--- src/rtl/aes_round_ctrl.sv ---
// Round sequencer for the AES-128 datapath: accepts a block, steps the round
// index while capturing round results on key_valid, then presents the block.
module aes_round_ctrl #(
  parameter int NUM_ROUNDS = 10,
  parameter int CNT_W      = 4,
  parameter int DATA_W     = 128
) (
  input  logic              clk,
  input  logic              rst,
  input  logic              in_valid,
  output logic              in_ready,
  input  logic [DATA_W-1:0] in_data,
  input  logic              mode,
  output logic [DATA_W-1:0] data_in,
  output logic [CNT_W-1:0]  count_out,
  output logic              key_req,
  input  logic              key_valid,
  input  logic [DATA_W-1:0] round_result,
  output logic [DATA_W-1:0] data_to_store,
  output logic              busy,
  output logic              out_valid,
  input  logic              out_ready,
  output logic [DATA_W-1:0] out_data,
  input  logic              abort,
  output logic [1:0]        state_dbg
);

  typedef enum logic [1:0] {
    IDLE  = 2'd0,
    ROUND = 2'd1,
    DONE  = 2'd2
  } state_t;

  state_t              state_q, state_d;
  logic [CNT_W-1:0]    cnt_q, cnt_d;
  logic [DATA_W-1:0]   data_in_q, data_in_d;
  logic [DATA_W-1:0]   store_q, store_d;
  logic                key_req_q, key_req_d;
  logic                out_valid_q, out_valid_d;
  logic                mode_q, mode_d;
  logic [CNT_W-1:0]    term_cnt;

  // Handshakes: a transfer happens on a rising edge where valid && ready are
  // both high; valid never depends on ready, and out_valid/out_data stay
  // stable until the transfer.
  always_ff @(posedge clk or posedge rst) begin
    if (rst) begin
      state_q     <= IDLE;
      cnt_q       <= '0;
      data_in_q   <= '0;
      store_q     <= '0;
      key_req_q   <= 1'b0;
      out_valid_q <= 1'b0;
      mode_q      <= 1'b0;
    end else begin
      state_q     <= state_d;
      cnt_q       <= cnt_d;
      data_in_q   <= data_in_d;
      store_q     <= store_d;
      key_req_q   <= key_req_d;
      out_valid_q <= out_valid_d;
      mode_q      <= mode_d;
    end
  end

  assign term_cnt = mode_q ? '0 : CNT_W'(NUM_ROUNDS);

  always_comb begin
    state_d     = state_q;
    cnt_d       = cnt_q;
    data_in_d   = data_in_q;
    store_d     = store_q;
    key_req_d   = key_req_q;
    out_valid_d = out_valid_q;
    mode_d      = mode_q;
    // abort wins over any capture or handshake in the same cycle
    if (abort) begin
      state_d     = IDLE;
      cnt_d       = '0;
      key_req_d   = 1'b0;
      out_valid_d = 1'b0;
      mode_d      = 1'b0;
    end else begin
      case (state_q)
        IDLE: begin
          if (in_valid) begin
            data_in_d = in_data;
            mode_d    = mode;
            cnt_d     = mode ? CNT_W'(NUM_ROUNDS) : '0;
            key_req_d = 1'b1;
            state_d   = ROUND;
          end
        end
        ROUND: begin
          if (key_valid) begin
            store_d = round_result;
            if (cnt_q == term_cnt) begin
              key_req_d   = 1'b0;
              out_valid_d = 1'b1;
              state_d     = DONE;
            end else if (mode_q) begin
              cnt_d = cnt_q - CNT_W'(1);
            end else begin
              cnt_d = cnt_q + CNT_W'(1);
            end
          end
        end
        DONE: begin
          if (out_ready) begin
            out_valid_d = 1'b0;
            cnt_d       = '0;
            state_d     = IDLE;
          end
        end
        default: begin
          state_d = IDLE;
        end
      endcase
    end
  end

  always_comb begin
    in_ready      = (state_q == IDLE) && !rst && !abort;
    busy          = (state_q != IDLE);
    data_in       = data_in_q;
    count_out     = cnt_q;
    key_req       = key_req_q;
    data_to_store = store_q;
    out_valid     = out_valid_q;
    out_data      = store_q;
    state_dbg     = state_q;
  end

endmodule

--- config.mk ---
export PLATFORM = sky130hd
export DESIGN_NAME = aes_round_ctrl
export DESIGN_NICKNAME = d
export VERILOG_FILES = /design/src/rtl/aes_round_ctrl.sv
export SDC_FILE = /design/constraint.sdc
export NUM_CORES = 1
export LEC_CHECK = 0
export CORE_AREA = 4 4 254 256
export DETAILED_ROUTE_END_ITERATION = 8
export DIE_AREA = 0 0 258 260
export PLACE_DENSITY = 0.46
export SETUP_SLACK_MARGIN = 0.02
export SLEW_MARGIN = 20
export SYNTH_ARGS = -nofsm -noshare
export SYNTH_HDL_FRONTEND = slang
export SYNTH_SLANG_ARGS = --single-unit
export TNS_END_PERCENT = 50
--- constraint.sdc ---
create_clock -name clk -period 13.45 [get_ports clk]
set_clock_uncertainty 0.05 [all_clocks]
set_input_delay 1.345 -clock clk [delete_from_list [all_inputs] [get_ports clk]]
set_output_delay 1.345 -clock clk [all_outputs]
set_load 0.03 [all_outputs]
; After elaboration in Yosys (flattened, before gate mapping)
; Cells that the tools add are included.
[totals]
reg_bits = 265
input_bits = 263
out_inout_bits = 394
[classes]
n_addsub = 2
eq_ne = 8
mux = 28
bitwise = 1
n_reduce_logical = 18
[ops]
columns = op, n
row1 = $mux 4, 8
row2 = $ne 3x3->1 const B, 5
row3 = $pmux 4 s3, 1
row4 = $reduce_and 4->1, 3
row5 = $mux 1, 11
row6 = $mux 2, 5
row7 = $pmux 2 s3, 1
row8 = $reduce_and 3->1, 2
row9 = $reduce_bool 2->1, 3
row10 = $reduce_bool 3->1, 2
row11 = $reduce_and 5->1, 1
row12 = $add 4x1->4 const B, 1
row13 = $eq 4x4->1, 1
row14 = $pmux 1 s2, 2
row15 = $reduce_bool 4->1, 1
row16 = $sub 4x1->4 const B, 1
row17 = $eq 2x1->1 const B, 1
row18 = $eq 2x2->1 const B, 1
row19 = $logic_and 1x1->1, 2
row20 = $logic_not 1->1, 2
row21 = $logic_not 2->1, 1
row22 = $reduce_and 2->1, 1
row23 = $not 1->1, 1

; Longest topological paths before layout
; Gate-level depths: netlist (run 1).
[logic_depth]
ltp_word = 6
depth_mapped = 6

; Least setup slack after synthesis (run 1)
; Ideal clock, no wire load.
[synth_timing]
kind = input to output
start = input abort
end = output in_ready
t_arrival_ns = 2.194
required_ns = 12.055
path_slack_ns = 9.861
path_stages = 2
cell_sequence = buf_2 nor3_1
[synth_between]
elab_chain_cells = 2
[synth_rtl]
columns = element, line_no
row1 = "start, declared", 24  ; input logic abort,
row2 = $logic_not 1->1, 123  ; in_ready = (state_q == IDLE) && !rst && !abort;
row3 = $logic_and 1x1->1, 123
row4 = "end, declared", 11  ; output logic in_ready,
; Every way passes these cells.

; Worst setup path in the final report (run 1)
; Ends and elaborated chain as after synthesis.

==> results, run 1 <==
- The run finished with clean final reports.
- The overall routing resource usage is ~11%.
- The final clock period utilization by the worst path is 31.9%.
- Once the clock tree was built, the setup fixing pass inserted 0 buffers.
- In this run the worst setup path begins at abort.
- The initial antenna violation count is 1.
- The critical path is of the input port to primary output type.
- The number of port buffers is between 600 and 700.
- The cell that appears most often on the critical path is sky130_fd_sc_hd__clkdlybuf4s50_1.
- The number of placement rows is 92.
- The fmax is 233 MHz.
- The count of nets left with antenna violations once routing finished came out at 0.
- Measured against its own limit, the worst slew margin works out to a little over a third.
- The placeable core region is 62,500 um2.
- The clock transition time at the flip-flop clock pins of the worst setup and hold paths is approximately 0.060 ns.
- STA classifies the critical path startpoint as an input port.
- The height of the die is 260 um.
- The number of hold-slack violations in the final timing report is 0.
- The number of clock sinks seen by CTS is 265.
- The standard cell with the maximum stage delay on the critical path is sky130_fd_sc_hd__clkdlybuf4s50_1.
- The detailed router placed between 7,000 and 8,000 vias in this run.
- Cells with a size suffix above 1 make up between 20% and 30% of the layout.
- In this run, the number of DRC markers left after iteration 0 of detailed routing was 160.
- In this run the worst hold path is classified as flop to flop.
- The netlist area before placement is 11,100 um2.
- Summing the sequential cell areas from Yosys gives 59.8% of the chip area.
- The number of violations of the max-capacitance limit is 0.
- The number of nets in the synthesized netlist is between 1,000 and 1,500.
- The routed design has 38.7 mm of wire.
- The post-synthesis register bit count is 265.
- The layout net count is 1,558.
- At the end of routability-driven placement, the weighted congestion stood at approximately 0.74.
- At the later pin of the worst-skew pair, clock insertion delay measures 0.52 ns.
- The total overflow reported by the global router is 0.
- The initial core utilization is around 18%.
- The synthesized netlist cell count is 747.
- For the worst setup path, the data arrival time is between 2 and 3 ns.
- The quantity of hold-fixing buffers added after cts is 0.
- VDD sags by at most 132 uV.
- TritonCTS built the clock tree.
- The required time of the critical path is 12.06 ns.
- The maximum clock path buffer count is 3.
- The startpoint identified for the worst hold timing path is data_in[18].
- Summed over all cells, the static leakage comes to 7.62 nW.
- The floorplan die area is ~67,000 um2.
- Clock tree synthesis inserted a total of 35 buffers.
- The biggest cell delay along the critical path is just over 0.7 ns.
- Once the clock tree was built, the resizer swapped 0 gates to a different size.
- The slack of the worst reg-to-reg path is 10.26 ns.
- Entering global routing, the biggest net connects 72 pins.
- The antenna diode count is 0.
- The worst register-to-register path begins at state_dbg[1].
- In the post-route analysis, the smallest setup slack over all paths is 9.16 ns.
- The final number of setup-violating endpoints is 0.
- The fill cell total of the finished layout is roughly 6,400.
- After detailed placement, the total cell area comes to 17,700 um2.
- By area the synthesized netlist is led by sky130_fd_sc_hd__dfrtp_1 60%, sky130_fd_sc_hd__mux2_2 26%, sky130_fd_sc_hd__buf_4 8.7%.
- STA classifies the critical path endpoint as a primary output.
- The power density normalized to cell area is roughly 290 nW/um2.
- Setup total negative slack on the finished layout was measured at 0 ns.
- The signal on the critical path passes through clkdlybuf4s50_1 -> nor3_1 -> clkdlybuf4s50_1.
- Setup repair after global routing left no endpoint under its margin.
- The count of cells in the finished layout, fillers not included, comes to roughly 2,200.
- The final hold slack is between 0.4 and 0.5 ns.
- The finished cells cover 18,800 um2.
- In the final routed layout, each cell accounts on average for 18.0 um.
- The number of vias per cell after detailed routing is 3.63.
- The first global-routing pass estimated 56.0 mm of wire.
- 657 I/O pins were placed.
- The share of Yosys cell area claimed by the top area cell type is 59.8%.
- The clock period could shrink to 4.29 ns.
- OpenSTA, run right after detailed placement, puts the worst setup slack at between 8 and 9 ns.
- The residual DRC count is 0.
- Measured along the x axis, the die boundary spans 258 um.
- Before antenna repair, the detailed router went through 4 iterations.
- The area added between synthesis and finish is 69.7%.
- The count of different cell masters after synthesis is 33.
- Yosys printed 0 warnings.
- For the pin with the worst max-slew slack, the measured transition is 0.975 ns.
- The H-tree was split into 2 levels.
- The number of global-route vias before repair came to 8,598.
- The final number of max-transition violations was 0.
- After detailed placement, the design holds a cell count of 2,097.
- The total half-perimeter wirelength after legalization and detailed placement is about 29 mm.
- A synthesized cell averages ~15 um2.
- The clock tree root buffer cell is sky130_fd_sc_hd__clkbuf_16.
- The worst-path maximum fanout is 8.
- Of all cell types, the one taking the most synthesized area is sky130_fd_sc_hd__dfrtp_1.
[placed cells by master (no fill, tap or decap), types with 6 or more instances in the layout]
cell type and instances:
sky130_fd_sc_hd__inv_1 7, sky130_fd_sc_hd__clkbuf_16 35, sky130_fd_sc_hd__a21oi_1 9, sky130_fd_sc_hd__nand2_1 9
sky130_fd_sc_hd__clkdlybuf4s50_1 656, sky130_fd_sc_hd__mux2_2 256, sky130_fd_sc_hd__ha_1 6, sky130_fd_sc_hd__dfrtp_1 265
sky130_fd_sc_hd__clkbuf_8 7, sky130_fd_sc_hd__buf_4 6
[metrics by stage]
stage	utilization (%)	power [mW]
2_1_floorplan	-	3.35
3_3_place_gp	28.3	4.56
3_5_place_dp	28.3	4.57
4_1_cts	30.1	5.54
5_1_grt	30.1	5.70
6_report	30.1	5.44
[critical path: cells and delay by family]
kind	cells	cell delay, ns
buffers and inverters	2	1.29
AND/OR/NAND/NOR	1	0.26
[cell usage after synthesis (all sizes together)]
cell type	number
nor2	1
a311oi	1
fa	1
nor3	3
clkbuf	1
a21oi	9
nand3	6
inv	8
mux2i	3
ha	6
or4	1
a211oi	1
and3	3
dfrtp	265
a31oi	1
mux2	257
o221a	1
buf	157
nand4b	1
xor2	1
o211a	1
o21bai	1
nand2	9
xnor2	1
nor3b	1
o21ai	3
o21a	1
or2b	2
o211ai	1
[cell type report]
cell class | count | area, um2 | share of cell area [%]
multi-input combinational | 316 | 3340 | 17.8
clock inverter | 11 | 140 | 0.745
inverter | 8 | 37.5 | 0.200
tap | 846 | 1060 | 5.63
sequential | 265 | 6630 | 35.3
timing repair buffer | 662 | 6610 | 35.1
clock buffer | 47 | 991 | 5.27
[layer usage]
| metal | GRT usage, % | share of wire [%] | vias up | wire [um] |
|---|---|---|---|---|
| met5 | 0 | 0.034 | - | 13 |
| met3 | 4.54 | 9.9 | 47 | 3830 |
| met2 | 19.9 | 52 | 395 | 20300 |
| met4 | 3.20 | 2.1 | 2 | 816 |
| li1 | - | - | 3521 | - |
| met1 | 11.3 | 36 | 3859 | 13800 |
[sequential cells by signal, summed over array words and instances (netlist names)]
register	cells
count_out	4
data_to_store	128
out_valid	1
state_dbg	2
mode_q	1
data_in	128
key_req	1
[logic make-up after synthesis]
logic type	synth area share, %
AO/OA/AOI/OAI	1.14
multiplexers	26.4
buffers and inverters	10.3
AND/OR/NAND/NOR	1.34
flip-flops	59.8
adder cells (fa/ha/maj)	0.858
XOR/XNOR	0.158
[where the power goes]
group | switching, mW | internal, mW
combinational | 1.68 | 1.36
sequential | 0.297 | 1.18
clock | 0.349 | 0.572
total | 2.33 | 3.11
[path summary, 6_finish.rpt]
path | endpoint | cells after the start
max in group asynchronous | data_in[78] | 4
worst min register to register | data_in[18] | 1
worst max register to register | data_to_store[45] | 6
worst max-delay path | in_ready | 3
worst min-delay path | data_in[18] | 1
min in group asynchronous | data_in[125] | 2
No activity file was read; power rests on OpenSTA's default activity.
==> run 2: changes to the inputs <==
CORE_AREA = 4 4 255 257   (was 4 4 254 256)
DIE_AREA = 0 0 259 261   (was 0 0 258 260)
PLACE_DENSITY = 0.47   (was 0.46)
clock period = 3.7 ns   (was 13.45 ns; I/O delays follow)
==> results, run 2 (synthesis results as in run 1) <==
- The final clock period utilization by the worst path is between 70% and 80%.
- The total half-perimeter wirelength after legalization and detailed placement is between 30 and 40 mm.
- The highest metal layer with signal wires is met5.
- In this run the worst setup path begins at state_dbg[1].
- Entering global routing, the biggest net connects 66 pins.
- The initial antenna violation count is 5.
- Final hold analysis gives a worst-case slack of 0.246 ns.
- Clock-pin slew was measured on the worst setup and hold paths at 0.06 ns.
- The clock network latency to the later pin of the worst-skew pair is 0.56 ns.
- The flow ran to the end, and the final reports show no timing, DRC or antenna violations.
- The number of vias per cell after detailed routing is about 3.6.
- TritonCTS built the clock tree.
- The critical path runs through a total of 5 cells.
- The post-route netlist has around a quarter of its cells at a drive strength greater than 1.
- After detailed routing, the number of remaining DRC violations is 0.
- The standard cell with the maximum stage delay on the critical path is sky130_fd_sc_hd__clkdlybuf4s50_1.
- The worst-path maximum fanout is 6.
- The quantity of hold-fixing buffers added after cts is 0.
- Power spread over the standard cell area amounts to around 1000 nW/um2.
- The type of the worst min-delay path is input port to asynchronous set/reset pin.
- In the final routing, the length of wire on met1 measures 13.0 mm.
- The number of gates resized after cts is 0.
- The first TritonRoute pass finished after 4 iterations.
- Compared with the post-synthesis result, the final layout area differs by 70.2%.
- Traced cell by cell, the critical path runs through inv_1 -> ha_1 -> inv_1 -> nor3_1 -> clkdlybuf4s50_1.
- Summing all multi-input logic gate instances after layout gives 3340 um2.
- Across all register-to-register paths, the minimum setup slack is 1.31 ns.
- In the final routed layout, each cell accounts on average for 17.9 um.
- Setup violations remaining at the end of the flow were counted as 0.
- The total power is around 19 mW.
- The placeable core region is 62,700 um2.
- The number of buffers and inverters on the critical path is 3.
- The cell class contributing the biggest share of worst-path delay is buffers and inverters.
- The required time of the critical path is between 3 and 4 ns.
- The number of cells on the worst reg-to-reg path is 5.
- Static timing analysis puts the maximum clock frequency at 340 MHz.
- CTS built an H-tree with a depth of 1.
- The first-pass GRT wire length is 55.9 mm.
- Across the whole layout, storage elements account for 6630 um2.
- After detailed routing, the total wire length is ~39 mm.
- The library cells used most frequently in the layout, excluding fill and tap cells, are 656 x sky130_fd_sc_hd__clkdlybuf4s50_1, 265 x sky130_fd_sc_hd__dfrtp_1, 256 x sky130_fd_sc_hd__mux2_2.
- Across the run, the number of max-cap violations was 0.
- The overall routing resource usage is 10.7%.
- The clock passes through at most 3 buffers.
- The fill cell total of the finished layout is 6,323.
- Setup repair after global routing left no endpoint under its margin.
- The initial core utilization is 17.7%.
- The number of hold-slack violations in the final timing report was 0.
- In this run the post-CTS setup repair buffer count came out at 0.
- In this run the critical register-to-register path is captured at data_in[87].
- The startpoint of the lowest-slack register-to-register path is state_dbg[1].
- After global routing the overflow that remains totals 0.
- Across the VDD grid, the largest voltage drop is 375 uV.
- The detailed router's first-iteration violation count is 220.
- The number of global-route vias before repair is 8,603.
- The floorplan die area is between 60,000 and 70,000 um2.
- The final number of max-transition violations was 0.
- Summed over all cells, the static leakage comes to roughly 7.6 nW.
- The category of the worst setup path launch point is a flop.
- From left edge to right edge, the die measures 259 um.
- The critical path in this run is classified as flop to primary output.
- During placement, the flow inserted port buffers numbering between 600 and 700.
- The total clock buffers created by CTS is 31.
- The wire length on met3 is 4.11 mm.
- The worst slew slack as a fraction of its limit is between 50% and 60%.
- At the pin with the least slew margin, the transition time is between 0.6 and 0.7 ns.
- The kind of end point of the critical path is a primary output.
- Clock tree synthesis found a total of 265 sinks.
- The leading cell type in the layout, fill and taps excluded is sky130_fd_sc_hd__clkdlybuf4s50_1.
- The clock tree root buffer cell is sky130_fd_sc_hd__clkbuf_16.
- During I/O placement, the number of pins put on the boundary was 657.
- Detailed routing placed a total of 20.8 mm of wire on met2.
- In the final timing run, aggregate negative setup slack is 0 ns.
- The clock period could shrink to 2.94 ns.
- The total number of vias is 7,850.
- The height of the die is between 200 and 300 um.
- On the worst path, the slowest cell contributes a delay of 0.71 ns.
- The net count of the finished layout is 1,568.
- In this run the core area contains 92 standard-cell rows.
- The congestion estimate from routability-driven global placement came to 0.783.
- The worst path arrival time is 2.52 ns.
- The end point of the critical path is in_ready.
- Once detail routing completed, the nets flagged for antenna violations numbered 0.
- The critical path's most frequent cell is sky130_fd_sc_hd__inv_1.
[run 2: cell types whose count changed in the layout (fill, tap and decap cells not counted), sizes merged]
| cell | change |
|---|---|
| buf | +14 |
| diode | +2 |
| clkinv | -4 |
| inv | -1 |
| clkbuf | +4 |
| bufinv | -3 |
| clkinvlp | +1 |
[run 2: worst register-to-register path: stages, from the launching register on]
cell                      delay, ns
sky130_fd_sc_hd__dfrtp_1       0.41
sky130_fd_sc_hd__inv_1         0.13
sky130_fd_sc_hd__ha_1          0.36
sky130_fd_sc_hd__nand3_4       0.52
sky130_fd_sc_hd__buf_12        0.43
sky130_fd_sc_hd__mux2_2        0.38
[run 2: routing by layer]
metal,global-route usage [%],vias to the layer above
met1,10.9,3879
met3,4.31,54
li1,-,3550
met4,2.74,4
met2,20.2,363
met5,0,-
[run 2: power breakdown]
part	leakage (nW)	internal, mW	switching [mW]
registers	3.15	4.30	1.06
clock network	0.490	1.77	1.18
logic	4.01	4.95	6.13
total	7.65	11.0	8.37
[run 2: how the worst min path moves through the flow]
stage	startpoint	end
3_3_place_gp	data_in[60]	data_in[60]
3_5_place_dp	data_in[33]	data_in[33]
4_1_cts	rst	data_in[103]
5_1_grt	rst	data_in[13]
6_report	rst	data_in[13]
2_1_floorplan	in_data[119]	data_in[119]
[run 2: cell type report]
class                      instances  area share (%)
timing repair buffer             676            36.1
multi-input combinational        316            17.7
antenna                            2          0.0265
sequential                       265            35.1
tap                              846            5.61
clock buffer                      51            5.15
clock inverter                     4           0.139
inverter                           8           0.179
[run 2: through the flow]
step                      setup WS, ns  util, %  std cells  cell area [um2]
after floorplan                 -0.218        -        747            11100
after global placement           0.966     28.5       2111            17900
after detailed placement         0.923     28.5       2111            17900
after CTS                        0.697     30.1       2166            18900
after global routing             0.644     30.1       2166            18900
final                            0.757     30.1       2168            18900
